File: config.mk
export PLATFORM = sky130hd
export DESIGN_NAME = hit_judge_flat
export DESIGN_NICKNAME = d
export VERILOG_FILES = /design/src/rtl/hit_judge_if.sv /design/src/rtl/hit_judge.sv /design/src/flat_wrapper.sv
export SDC_FILE = /design/constraint.sdc
export NUM_CORES = 1
export LEC_CHECK = 0
export ABC_AREA = 1
export BUFFER_PORTS_ARGS = -buffer_cell sky130_fd_sc_hd__buf_2
export CAP_MARGIN = 20
export CORE_UTILIZATION = 55
export CTS_CLUSTER_DIAMETER = 100
export DETAILED_ROUTE_END_ITERATION = 8
export PLACE_DENSITY = 0.82
export SKIP_CTS_REPAIR_TIMING = 1
export SLEW_MARGIN = 5
export SYNTH_ARGS = -nofsm -noshare
export SYNTH_HDL_FRONTEND = slang
export SYNTH_SLANG_ARGS = --single-unit
File: constraint.sdc
create_clock -name clk_cnt -period 2.35 [get_ports clk_cnt]
set_input_delay 0.47 -clock clk_cnt [delete_from_list [all_inputs] [get_ports clk_cnt]]
set_output_delay 0.47 -clock clk_cnt [all_outputs]
set_load 0.005 [all_outputs]
File: src/rtl/hit_judge_if.sv
// Signal bundle between the game controller, object mover and player logic
// and the hit judge.
interface hit_judge_if;
  logic        start;
  logic [11:0] obj_x;
  logic [11:0] obj_y;
  logic        obj_wrap;
  logic        end_show;
  logic [11:0] ply_x;
  logic [11:0] ply_y;
  logic        freeze;
  logic        hit;
  logic [7:0]  score;
  logic [2:0]  lives;
  logic        game_over;
  logic        win;
  logic [1:0]  state;

  modport master (
    output start, obj_x, obj_y, obj_wrap, end_show, ply_x, ply_y,
    input  freeze, hit, score, lives, game_over, win, state
  );

  modport slave (
    input  start, obj_x, obj_y, obj_wrap, end_show, ply_x, ply_y,
    output freeze, hit, score, lives, game_over, win, state
  );
endinterface

File: src/rtl/hit_judge.sv
// Collision judge for the falling-object game: detects object/player overlap,
// keeps score and lives, and freezes the object mover after each hit.
module hit_judge #(
  parameter int unsigned OBJ_W      = 40,
  parameter int unsigned OBJ_H      = 40,
  parameter int unsigned PLY_W      = 60,
  parameter int unsigned PLY_H      = 60,
  parameter int unsigned LIVES0     = 3,
  parameter int unsigned FREEZE_CYC = 30
) (
  input  logic        clk_cnt,
  input  logic        rst,
  hit_judge_if.slave  bus
);

  localparam int unsigned CNT_W = (FREEZE_CYC > 1) ? $clog2(FREEZE_CYC) : 1;
  localparam logic [2:0]       LIVES_INIT = 3'(LIVES0);
  localparam logic [CNT_W-1:0] CNT_LOAD   = CNT_W'(FREEZE_CYC - 1);

  typedef enum logic [1:0] {
    IDLE = 2'd0,
    PLAY = 2'd1,
    HIT  = 2'd2,
    OVER = 2'd3
  } state_t;

  state_t           state_q, state_d;
  logic [7:0]       score_q, score_d;
  logic [2:0]       lives_q, lives_d;
  logic             hit_q, hit_d;
  logic             game_over_q, game_over_d;
  logic             win_q, win_d;
  logic             freeze_q, freeze_d;
  logic             armed_q, armed_d;
  logic [CNT_W-1:0] cnt_q, cnt_d;

  // Widen to 13 bits so box edges near 4095 do not wrap back to zero
  logic [12:0] ox_c, oy_c, px_c, py_c;
  logic        overlap_c;

  assign ox_c = 13'(bus.obj_x);
  assign oy_c = 13'(bus.obj_y);
  assign px_c = 13'(bus.ply_x);
  assign py_c = 13'(bus.ply_y);

  assign overlap_c = (ox_c < px_c + 13'(PLY_W)) && (px_c < ox_c + 13'(OBJ_W)) &&
                     (oy_c < py_c + 13'(PLY_H)) && (py_c < oy_c + 13'(OBJ_H));

  // State register and all registered outputs
  always_ff @(posedge clk_cnt or posedge rst) begin
    if (rst) begin
      state_q     <= IDLE;
      score_q     <= 8'd0;
      lives_q     <= LIVES_INIT;
      hit_q       <= 1'b0;
      game_over_q <= 1'b0;
      win_q       <= 1'b0;
      freeze_q    <= 1'b1;
      armed_q     <= 1'b0;
      cnt_q       <= '0;
    end else begin
      state_q     <= state_d;
      score_q     <= score_d;
      lives_q     <= lives_d;
      hit_q       <= hit_d;
      game_over_q <= game_over_d;
      win_q       <= win_d;
      freeze_q    <= freeze_d;
      armed_q     <= armed_d;
      cnt_q       <= cnt_d;
    end
  end

  // Next-state and next-output logic
  always_comb begin
    state_d = state_q;
    score_d = score_q;
    lives_d = lives_q;
    win_d   = win_q;
    cnt_d   = cnt_q;
    hit_d   = 1'b0;
    // A new object pass re-arms unless this very cycle registers a hit
    armed_d = armed_q | bus.obj_wrap;

    case (state_q)
      IDLE, OVER: begin
        if (bus.start) begin
          state_d = PLAY;
          score_d = 8'd0;
          lives_d = LIVES_INIT;
          win_d   = 1'b0;
          armed_d = 1'b1;
        end
      end
      PLAY: begin
        if (bus.end_show) begin
          state_d = OVER;
          win_d   = 1'b1;
        end else if (overlap_c && armed_q) begin
          state_d = HIT;
          hit_d   = 1'b1;
          lives_d = (lives_q != 3'd0) ? lives_q - 3'd1 : 3'd0;
          armed_d = 1'b0;
          cnt_d   = CNT_LOAD;
        end else if (bus.obj_wrap && armed_q && (score_q != 8'hFF)) begin
          score_d = score_q + 8'd1;
        end
      end
      HIT: begin
        if (lives_q == 3'd0) begin
          state_d = OVER;
          win_d   = 1'b0;
          cnt_d   = '0;
        end else if (cnt_q == '0) begin
          state_d = PLAY;
        end else begin
          cnt_d = cnt_q - CNT_W'(1);
        end
      end
      default: state_d = IDLE;
    endcase

    freeze_d    = (state_d != PLAY);
    game_over_d = (state_d == OVER);
  end

  assign bus.freeze    = freeze_q;
  assign bus.hit       = hit_q;
  assign bus.score     = score_q;
  assign bus.lives     = lives_q;
  assign bus.game_over = game_over_q;
  assign bus.win       = win_q;
  assign bus.state     = state_q;

endmodule
File: src/flat_wrapper.sv
// flat-port wrapper written by rule: the top's interface ports become plain ports
module hit_judge_flat 
#(
  parameter int unsigned OBJ_W      = 40,
  parameter int unsigned OBJ_H      = 40,
  parameter int unsigned PLY_W      = 60,
  parameter int unsigned PLY_H      = 60,
  parameter int unsigned LIVES0     = 3,
  parameter int unsigned FREEZE_CYC = 30
)
  (clk_cnt, rst, bus_start, bus_obj_x, bus_obj_y, bus_obj_wrap, bus_end_show, bus_ply_x, bus_ply_y, bus_freeze, bus_hit, bus_score, bus_lives, bus_game_over, bus_win, bus_state);
  hit_judge_if bus_i ();
  input  logic clk_cnt;
  input  logic rst;
  input wire logic [$bits(bus_i.start)-1:0] bus_start;
  input wire logic [$bits(bus_i.obj_x)-1:0] bus_obj_x;
  input wire logic [$bits(bus_i.obj_y)-1:0] bus_obj_y;
  input wire logic [$bits(bus_i.obj_wrap)-1:0] bus_obj_wrap;
  input wire logic [$bits(bus_i.end_show)-1:0] bus_end_show;
  input wire logic [$bits(bus_i.ply_x)-1:0] bus_ply_x;
  input wire logic [$bits(bus_i.ply_y)-1:0] bus_ply_y;
  output wire logic [$bits(bus_i.freeze)-1:0] bus_freeze;
  output wire logic [$bits(bus_i.hit)-1:0] bus_hit;
  output wire logic [$bits(bus_i.score)-1:0] bus_score;
  output wire logic [$bits(bus_i.lives)-1:0] bus_lives;
  output wire logic [$bits(bus_i.game_over)-1:0] bus_game_over;
  output wire logic [$bits(bus_i.win)-1:0] bus_win;
  output wire logic [$bits(bus_i.state)-1:0] bus_state;
  assign bus_i.start = bus_start;
  assign bus_i.obj_x = bus_obj_x;
  assign bus_i.obj_y = bus_obj_y;
  assign bus_i.obj_wrap = bus_obj_wrap;
  assign bus_i.end_show = bus_end_show;
  assign bus_i.ply_x = bus_ply_x;
  assign bus_i.ply_y = bus_ply_y;
  assign bus_freeze = bus_i.freeze;
  assign bus_hit = bus_i.hit;
  assign bus_score = bus_i.score;
  assign bus_lives = bus_i.lives;
  assign bus_game_over = bus_i.game_over;
  assign bus_win = bus_i.win;
  assign bus_state = bus_i.state;
  hit_judge #(.OBJ_W(OBJ_W), .OBJ_H(OBJ_H), .PLY_W(PLY_W), .PLY_H(PLY_H), .LIVES0(LIVES0), .FREEZE_CYC(FREEZE_CYC)) u_core (.clk_cnt(clk_cnt), .rst(rst), .bus(bus_i));
endmodule
==> results of run 1 <==
-- report_power, final --
group          internal [uW]  switching (uW)
registers                551             135
logic                    726            1140
clock network            118             129
total                   1400            1410
-- layer usage --
metal  vias up  GRT usage (%)  routed length [um]
met2        92          50.36                4266
li1       1725              -                   -
met1      1544          32.15                3480
met4         0          3.846                 121
met3        19          2.738                 341
met5         -              0                   0
-- cells in the mapped netlist --
master	instances
a21boi_0	1
nor3_1	3
o31ai_1	1
and3_1	1
a21oi_4	1
buf_4	1
a21oi_1	23
nand2_4	1
or2_2	5
dfstp_2	3
nand3_4	1
and3b_1	1
nor2_2	3
o21ai_1	1
nor2_1	43
a31oi_1	2
nand2_1	113
a21boi_2	1
xor2_1	19
a21boi_1	1
dfrtp_1	20
a21o_1	2
buf_6	2
ha_1	52
nor3b_1	2
nand3_2	3
o21a_1	2
o21ai_0	21
nand3b_1	3
nand3_1	23
a41o_1	1
inv_1	58
nor4_1	1
o211ai_1	2
nand2_2	3
xnor2_1	11
nand4_2	1
nand4_1	13
-- through the flow --
stage | instance area (um2) | power [uW] | util [%] | cells | hold slack (ps)
after global routing | 4106 | 3055 | 78.40 | 640 | 454.6
after CTS | 3916 | 2450 | 74.77 | 635 | 391.7
final | 4106 | 2801 | 78.40 | 640 | 356.9
after floorplan | 3095 | 1772 | - | 445 | 457.1
after global placement | 3870 | 2137 | 73.89 | 631 | 473.8
after detailed placement | 3870 | 2199 | 73.89 | 631 | 473.4
-- layout make-up --
type | instances | area [um2]
Clock buffer | 3 | 41.29
Clock inverter | 1 | 5.005
Fill cell | 391 | 1131
Inverter | 58 | 217.7
Multi-Input combinational cell | 363 | 2409
Sequential cell | 23 | 579.3
Tap cell | 70 | 87.58
Timing Repair Buffer | 122 | 767.0
-- worst paths after layout --
kind | start | end | slack [ps] | cells past startpoint
min in group clk_cnt | bus_end_show | u_core.bus.hit | 490 | 4
max in group asynchronous | rst | u_core.bus.lives[2] | 1470 | 2
hold reg to reg | u_core.bus.lives[1] | u_core.bus.lives[1] | 510 | 2
setup reg to reg | u_core.bus.state[0] | u_core.bus.score[1] | 30 | 9
hold / removal | rst | u_core.armed_q | 360 | 2
setup / recovery | bus_ply_y[4] | u_core.bus.freeze | -340 | 18
-- flip-flops by register name (all words and copies together), names as in the netlist --
| signal | count |
|---|---|
| u_core.armed_q | 1 |
| u_core.bus.score | 8 |
| u_core.bus.win | 1 |
| u_core.bus.freeze | 1 |
| u_core.bus.game_over | 1 |
| u_core.bus.state | 2 |
| u_core.bus.lives | 3 |
| u_core.cnt_q | 5 |
| u_core.bus.hit | 1 |
-- cells by family after synthesis --
| kind of cell | share of synthesized area [%] |
|---|---|
| AND/OR/NAND/NOR | 32.34 |
| buffers and inverters | 8.046 |
| AO/OA/AOI/OAI | 11.13 |
| adder cells (fa/ha/maj) | 21.13 |
| XOR/XNOR | 8.533 |
| flip-flops | 18.81 |
-- critical path, cell delays in order --
cell,delay (ps)
buf_8,100
nor2_4,90
nand2_2,50
or2_4,250
nand2_2,70
inv_2,50
or2_2,300
ha_1,270
nand2_1,70
o21ai_1,190
nand4_1,140
nand2_1,120
nor2_2,60
nand3_2,130
nand2_4,110
buf_4,180
a21boi_2,140
nand3_1,90
-- layout by cell type, fill, tap and decap left out, types with 5 or more instances in the layout --
cell type	count
nor2_1	40
ha_1	52
nand2_1	93
buf_2	67
a21oi_1	21
inv_1	56
xor2_1	19
nand2_2	20
nor2_2	5
nand4_1	13
o21ai_0	10
o21ai_2	5
dfrtp_1	20
buf_4	51
xnor2_1	11
o21ai_1	7
nand3_1	22
==> impl_metrics.env, run 1 <==
export IMPL_hpwl_um=6281
export IMPL_drt_initial_drc_count=268
export IMPL_max_cap_violations=0
export IMPL_antenna_found_initial=0
export IMPL_cts_sinks=23
export IMPL_rsz0062_at_grt="true"
export IMPL_finalHoldViolCount=0
export IMPL_clockRootBuffer="clkbuf_8"
export IMPL_dr_pass1_iters=5
export IMPL_htree_levels=1
export IMPL_antenna_cells=0
export IMPL_core_region_area_um2=5238
export IMPL_cts_tree="yes"
export IMPL_post_route_period_util_pct=114.3
export IMPL_tns_ps=-5548
export IMPL_crit_path_start_kind="input port"
export IMPL_status="complete, but fails checks"
export IMPL_clock_path_buffers=2
export IMPL_fmax_mhz=372.3
export IMPL_wl_um=8210
export IMPL_period_needed_ps=2686
export IMPL_ant_nets=0
export IMPL_path_clk_slew_ps=90
export IMPL_ys_ff_latch=23
export IMPL_final_nets=676
export IMPL_max_slew_margin_pct=43.79
export IMPL_routed_via_density=5.281
export IMPL_cts_buffers_inserted=3
export IMPL_p_leak_uw=0.002280
export IMPL_grt_max_degree=24
export IMPL_grt_usage_pct=26.42
export IMPL_grt_pass1_wl_um=13080
export IMPL_place_ws_ps=-604.9
export IMPL_ys_types=38
export IMPL_arrival_ps=2890
export IMPL_worstMarginPinSlew_ps=842.2
export IMPL_clock_latency_ps=270
export IMPL_die_w_um=76.83
export IMPL_violations="negative setup slack"
export IMPL_critPathCaptureType="flop"
export IMPL_ys_warn_count=0
export IMPL_gp_congestion=0.8469
export IMPL_area_delta_synth_final_pct=33.36
export IMPL_die_h_um=76.83
export IMPL_fin_ws_ps=-336.0
export IMPL_syn_nets=550
export IMPL_start_util_pct=58.79
export IMPL_synth_cells=445
export IMPL_slew_viol_final=0
export IMPL_synth_top_area_share_pct=21.13
export IMPL_yosys_top_cells_area="ha_1 21%, dfrtp_1 16%, nand2_1 14%, inv_1 7.1%, xor2_1 5.4%"
export IMPL_vias=3380
export IMPL_cellPowerDensity_nw_per_um2=682.2
export IMPL_syn_cell_area_um2=3079
export IMPL_required_ps=2550
export IMPL_grt_overflow=0
export IMPL_drive_gt1_share_pct=32.28
export IMPL_ir_drop_mv=0.4540
export IMPL_wl_per_cell_um=12.83
export IMPL_first_global_vias=3183
export IMPL_die_area_um2=5902
export IMPL_numPortBuffers=69
export IMPL_yosysSeqAreaShare_pct=18.81
export IMPL_ios=70
export IMPL_row_count=26
export IMPL_drc=0
export IMPL_yosysTopAreaCell="ha_1"
export IMPL_holdCritPathClass="input port to asynchronous set/reset pin"
export IMPL_avgSynthCellArea_um2=6.920
export IMPL_critical_path_class="input port to flop"
export IMPL_worstPathMaxFanout=6
export IMPL_clock_skew_ps=11.30
export IMPL_finalSetupViolCount=22
Power figures use the tool's default switching activity.
==> inputs of run 2 (changes only) <==
Settings changed: RECOVER_POWER from default to 100.
==> impl_metrics.env, run 2 (synthesis results as in run 1) <==
export IMPL_p_sw_share_pct=50.26
export IMPL_final_cell_mix="93 x nand2_1, 64 x buf_2, 56 x inv_1"
export IMPL_p_total_uw=2798
export IMPL_rsz0062_at_grt="true"
export IMPL_routed_via_density=5.284
export IMPL_clock_skew_ps=9.865
export IMPL_first_global_vias=3183
export IMPL_clock_path_buffers=2
export IMPL_p_int_uw=1391
export IMPL_critPathCaptureType="flop"
export IMPL_worstMarginPinSlew_ps=843.5
export IMPL_finalHoldViolCount=0
export IMPL_core_region_area_um2=5238
export IMPL_antenna_found_initial=0
export IMPL_final_common_cell="nand2_1"
export IMPL_p_clk_share_pct=8.8
export IMPL_drt_initial_drc_count=281
export IMPL_cellPowerDensity_nw_per_um2=681.9
export IMPL_grt_usage_pct=26.42
export IMPL_start_util_pct=58.79
export IMPL_fin_ws_ps=-300.0
export IMPL_post_route_period_util_pct=112.8
export IMPL_p_seq_share_pct=24.5
export IMPL_area_delta_synth_final_pct=33.24
export IMPL_ant_nets=0
export IMPL_required_ps=2550
export IMPL_post_route_util_pct=78.33
export IMPL_vias=3382
export IMPL_drc=0
export IMPL_hpwl_um=6281
export IMPL_antenna_cells=0
export IMPL_combPwrFrac_pct=66.7
export IMPL_numPortBuffers=69
export IMPL_final_nets=676
export IMPL_drive_gt1_share_pct=31.58
export IMPL_crit_path_start_kind="input port"
export IMPL_cts_tree="yes"
export IMPL_hold_ws_ps=360.4
export IMPL_p_leak_uw=0.002267
export IMPL_top_layer="met4"
export IMPL_die_w_um=76.83
export IMPL_die_h_um=76.83
export IMPL_dr_pass1_iters=5
export IMPL_place_inst=631
export IMPL_violations="negative setup slack"
export IMPL_drt_met1_wl_um=3482
export IMPL_grt_overflow=0
export IMPL_worstPathMaxFanout=6
export IMPL_cts_buffers_inserted=3
export IMPL_wl_met3_um=353
export IMPL_clock_latency_ps=270
export IMPL_ios=70
export IMPL_arrival_ps=2850
export IMPL_grt_max_degree=24
export IMPL_fin_cells=640
export IMPL_critical_path_class="input port to flop"
export IMPL_status="complete, but fails checks"
export IMPL_grt_pass1_wl_um=13080
export IMPL_largest_reg_flops=8
export IMPL_ir_drop_mv=0.4538
export IMPL_max_slew_margin_pct=43.70
export IMPL_slew_viol_final=0
export IMPL_clockRootBuffer="clkbuf_8"
export IMPL_dr_wl_met2_um=4266
export IMPL_switchingPower_uw=1406
export IMPL_place_ws_ps=-604.9
export IMPL_max_cap_violations=0
export IMPL_gp_congestion=0.8469
export IMPL_fmax_mhz=377.4
export IMPL_path_clk_slew_ps=90
export IMPL_wl_per_cell_um=12.85
export IMPL_holdCritPathClass="input port to asynchronous set/reset pin"
export IMPL_row_count=26
export IMPL_htree_levels=1
export IMPL_die_area_um2=5902
export IMPL_cts_sinks=23
export IMPL_period_needed_ps=2650
export IMPL_wl_um=8224
export IMPL_finalSetupViolCount=22
==> run 2: changes by cell type in the layout (fill, tap and decap cells not counted) <==
cell / change
buf_2: -3
dfstp_1: +1
clkbuf_1: +3
dfstp_2: -1
==> run 2: through the flow <==
| step | cell area, um2 | setup TNS (ps) |
|---|---|---|
| 2_1_floorplan | 3095 | -3543 |
| 3_3_place_gp | 3870 | -9102 |
| 3_5_place_dp | 3870 | -11340 |
| 4_1_cts | 3916 | -5221 |
| 5_1_grt | 4103 | -8282 |
| 6_report | 4103 | -5134 |
==> run 2: power by group through the flow <==
| stage | Combinational, uW | Sequential [uW] | Clock (uW) |
|---|---|---|---|
| 4_1_cts | 1540 | 664 | 248 |
| 3_3_place_gp | 1470 | 669 | 0 |
| 5_1_grt | 2090 | 701 | 265 |
| 2_1_floorplan | 1120 | 655 | 0 |
| 6_report | 1870 | 684 | 247 |
| 3_5_place_dp | 1530 | 671 | 0 |
==> run 2: area by class of cell <==
| type | count | area (um2) |
|---|---|---|
| multi-input cells | 363 | 2409 |
| fillers | 394 | 1135 |
| repair buffers | 122 | 763.2 |
| flip-flops and latches | 23 | 579.3 |
| inverters | 58 | 217.7 |
| well taps | 70 | 87.58 |
| clock buffers | 3 | 41.29 |
| clock inverters | 1 | 5.005 |
==> run 2: layer usage <==
layer | global-route usage (%) | vias to the layer above
met5 | 0 | -
met4 | 3.846 | 0
met3 | 2.738 | 18
met2 | 50.36 | 105
met1 | 32.15 | 1537
li1 | - | 1722
==> run 2: worst max-delay path, stage by stage <==
cell      delay [ps]
buf_8            100
nor2_4            90
nand2_2           50
or2_4            250
nand2_2           70
inv_2             50
or2_2            300
ha_1             270
nand2_1           70
o21ai_1          180
nand4_1          130
nand2_1          110
nor2_2            60
nand3_2          120
nand2_4          110
buf_4            180
a21boi_2         140
nand3_1           90
==> run 2: final timing paths <==
| path | slack (ps) | to | from | depth (start not counted) |
|---|---|---|---|---|
| max in group asynchronous | 1460 | u_core.bus.lives[2] | rst | 2 |
| min reg2reg | 510 | u_core.bus.win | u_core.bus.win | 2 |
| max | -300 | u_core.bus.freeze | bus_ply_y[4] | 18 |
| max reg2reg | 30 | u_core.bus.score[1] | u_core.bus.state[0] | 9 |
| min in group clk_cnt | 490 | u_core.bus.hit | bus_end_show | 4 |
| min | 360 | u_core.bus.hit | rst | 2 |
==> inputs of run 3 (changes only) <==
Settings changed: CORE_ASPECT_RATIO from default to 2, CTS_BUF_LIST from default to sky130_fd_sc_hd__clkbuf_4.
==> impl_metrics.env, run 3 (synthesis results as in run 1) <==
export IMPL_period_needed_ps=2577
export IMPL_holdCritPathClass="input port to asynchronous set/reset pin"
export IMPL_gr_usage_met2_pct=56.71
export IMPL_multiInputGateArea_um2=2419
export IMPL_clock_latency_ps=310
export IMPL_cts_buffers_inserted=3
export IMPL_gp_congestion=0.8753
export IMPL_ios=70
export IMPL_finalHoldViolCount=0
export IMPL_critPathCaptureType="flop"
export IMPL_final_nets=675
export IMPL_cp_startpoint="bus_ply_y[4]"
export IMPL_finalSetupViolCount=21
export IMPL_cellPowerDensity_nw_per_um2=639.8
export IMPL_max_cap_violations=0
export IMPL_final_cell_mix="102 x nand2_1, 59 x buf_2, 56 x inv_1"
export IMPL_fmax_mhz=388.0
export IMPL_die_h_um=107.8
export IMPL_tns_ps=-3206
export IMPL_final_common_cell="nand2_1"
export IMPL_core_region_area_um2=5420
export IMPL_p_clk_share_pct=7.3
export IMPL_start_util_pct=56.81
export IMPL_r2r_start="u_core.bus.state[0]"
export IMPL_max_slew_margin_pct=42.54
export IMPL_combPwrFrac_pct=66.6
export IMPL_grt_usage_pct=28.18
export IMPL_die_area_um2=5920
export IMPL_post_route_period_util_pct=109.7
export IMPL_path_cells="buf_6 -> nor2_4 -> nand2_2 -> or2_4 -> nand2_2 -> inv_2 -> nand2_2 -> and3b_2 -> xnor2_2 -> ha_4 -> nand3_2 -> nand2_1 -> nor2_1 -> nand2_1 -> nor2_2 -> nand4_1 -> buf_6 -> nand2_4 -> nand2_1 -> o21ai_1"
export IMPL_routed_via_density=5.467
export IMPL_wl_um=8325
export IMPL_area_delta_synth_final_pct=32.06
export IMPL_grt_max_degree=24
export IMPL_final_area_um2=4066
export IMPL_ir_drop_mv=0.7210
export IMPL_antenna_cells=0
export IMPL_grt_overflow=0
export IMPL_p_int_uw=1291
export IMPL_switchingPower_uw=1310
export IMPL_clockRootBuffer="clkbuf_4"
export IMPL_hpwl_um=6718
export IMPL_slew_viol_final=0
export IMPL_numPortBuffers=69
export IMPL_p_sw_share_pct=50.37
export IMPL_drc=0
export IMPL_first_global_vias=3344
export IMPL_clock_skew_ps=3.987
export IMPL_path_clk_slew_ps=120
export IMPL_place_area_um2=3857
export IMPL_arrival_ps=2810
export IMPL_busiest_layer="met2"
export IMPL_fin_ws_ps=-227.4
export IMPL_drt_initial_drc_count=88
export IMPL_crit_path_start_kind="input port"
export IMPL_p_seq_share_pct=26.1
export IMPL_grt_pass1_wl_um=12720
export IMPL_largest_reg_flops=8
export IMPL_dr_pass1_iters=4
export IMPL_drive_gt1_share_pct=29.17
export IMPL_antenna_found_initial=0
export IMPL_clock_path_buffers=2
export IMPL_seqCellArea_um2=579.3
export IMPL_fill_cells=426
export IMPL_worstMarginPinSlew_ps=860.9
export IMPL_die_w_um=54.91
export IMPL_required_ps=2590
export IMPL_p_leak_uw=0.002241
export IMPL_met1_usage_pct=24.48
export IMPL_cts_tree="yes"
export IMPL_wl_per_cell_um=13.24
export IMPL_cts_sinks=23
export IMPL_critical_path_class="input port to flop"
export IMPL_p_total_uw=2602
export IMPL_status="complete, but fails checks"
export IMPL_worstPathMaxFanout=7
export IMPL_cpPeakStageDelay_ps=250
export IMPL_violations="negative setup slack"
export IMPL_hold_ws_ps=320.8
export IMPL_gr_usage_met3_pct=1.836
export IMPL_htree_levels=1
export IMPL_rsz0062_at_grt="true"
export IMPL_ant_nets=0
export IMPL_place_ws_ps=-578.1
export IMPL_vias=3439
export IMPL_row_count=38
export IMPL_cp_slowest_cell="or2_4"
==> run 3: changes by cell type in the layout (fill, tap and decap cells not counted), moves of 3 or more <==
| cell | previous run | this run |
|---|---|---|
| buf_2 | 64 | 59 |
| clkbuf_4 | 0 | 4 |
| clkbuf_8 | 3 | 0 |
| clkbuf_1 | 3 | 8 |
| nand2_1 | 93 | 102 |
| nand2_2 | 20 | 10 |
| o21ai_2 | 5 | 2 |
==> run 3: area by class of cell <==
class,count,share of cell area (%)
inverters,58,5.354
well taps,60,1.846
multi-input cells,363,59.48
flip-flops and latches,23,14.25
clock buffers,4,0.7385
repair buffers,121,18.34
==> run 3: final timing paths <==
kind	end	slack [ps]	cells after the start
hold reg to reg	u_core.bus.lives[0]	490	2
setup reg to reg	u_core.bus.score[2]	160	10
hold / removal	u_core.cnt_q[1]	320	2
setup / recovery	u_core.bus.score[2]	-230	20
max in group asynchronous	u_core.bus.hit	1510	2
min in group clk_cnt	u_core.bus.hit	480	4
==> run 3: metal layers <==
metal	vias to the layer above	wire, um
met1	1580	2694
met5	-	0
li1	1716	-
met4	0	405
met3	37	241
met2	106	4983
==> run 3: power by group through the flow <==
stage               logic (uW)  clock network, uW  registers (uW)
floorplan                 1120                  0             655
global placement          1460                  0             678
detailed placement        1520                  0             679
CTS                       1520                194             671
global route              1950                204             702
finish                    1730                191             678
==> run 3: worst max-delay path, delay by kind of cell <==
| kind | cells | cell delay [ps] |
|---|---|---|
| AO/OA/AOI/OAI | 1 | 80 |
| XOR/XNOR | 1 | 210 |
| AND/OR/NAND/NOR | 14 | 1490 |
| adder cells (fa/ha/maj) | 1 | 240 |
| buffers and inverters | 3 | 330 |
==> run 3: stage by stage <==
step                util (%)  cells
detailed placement     71.17    621
CTS                    71.72    625
global placement       71.17    621
floorplan                  -    445
global route           75.02    629
finish                 75.02    629
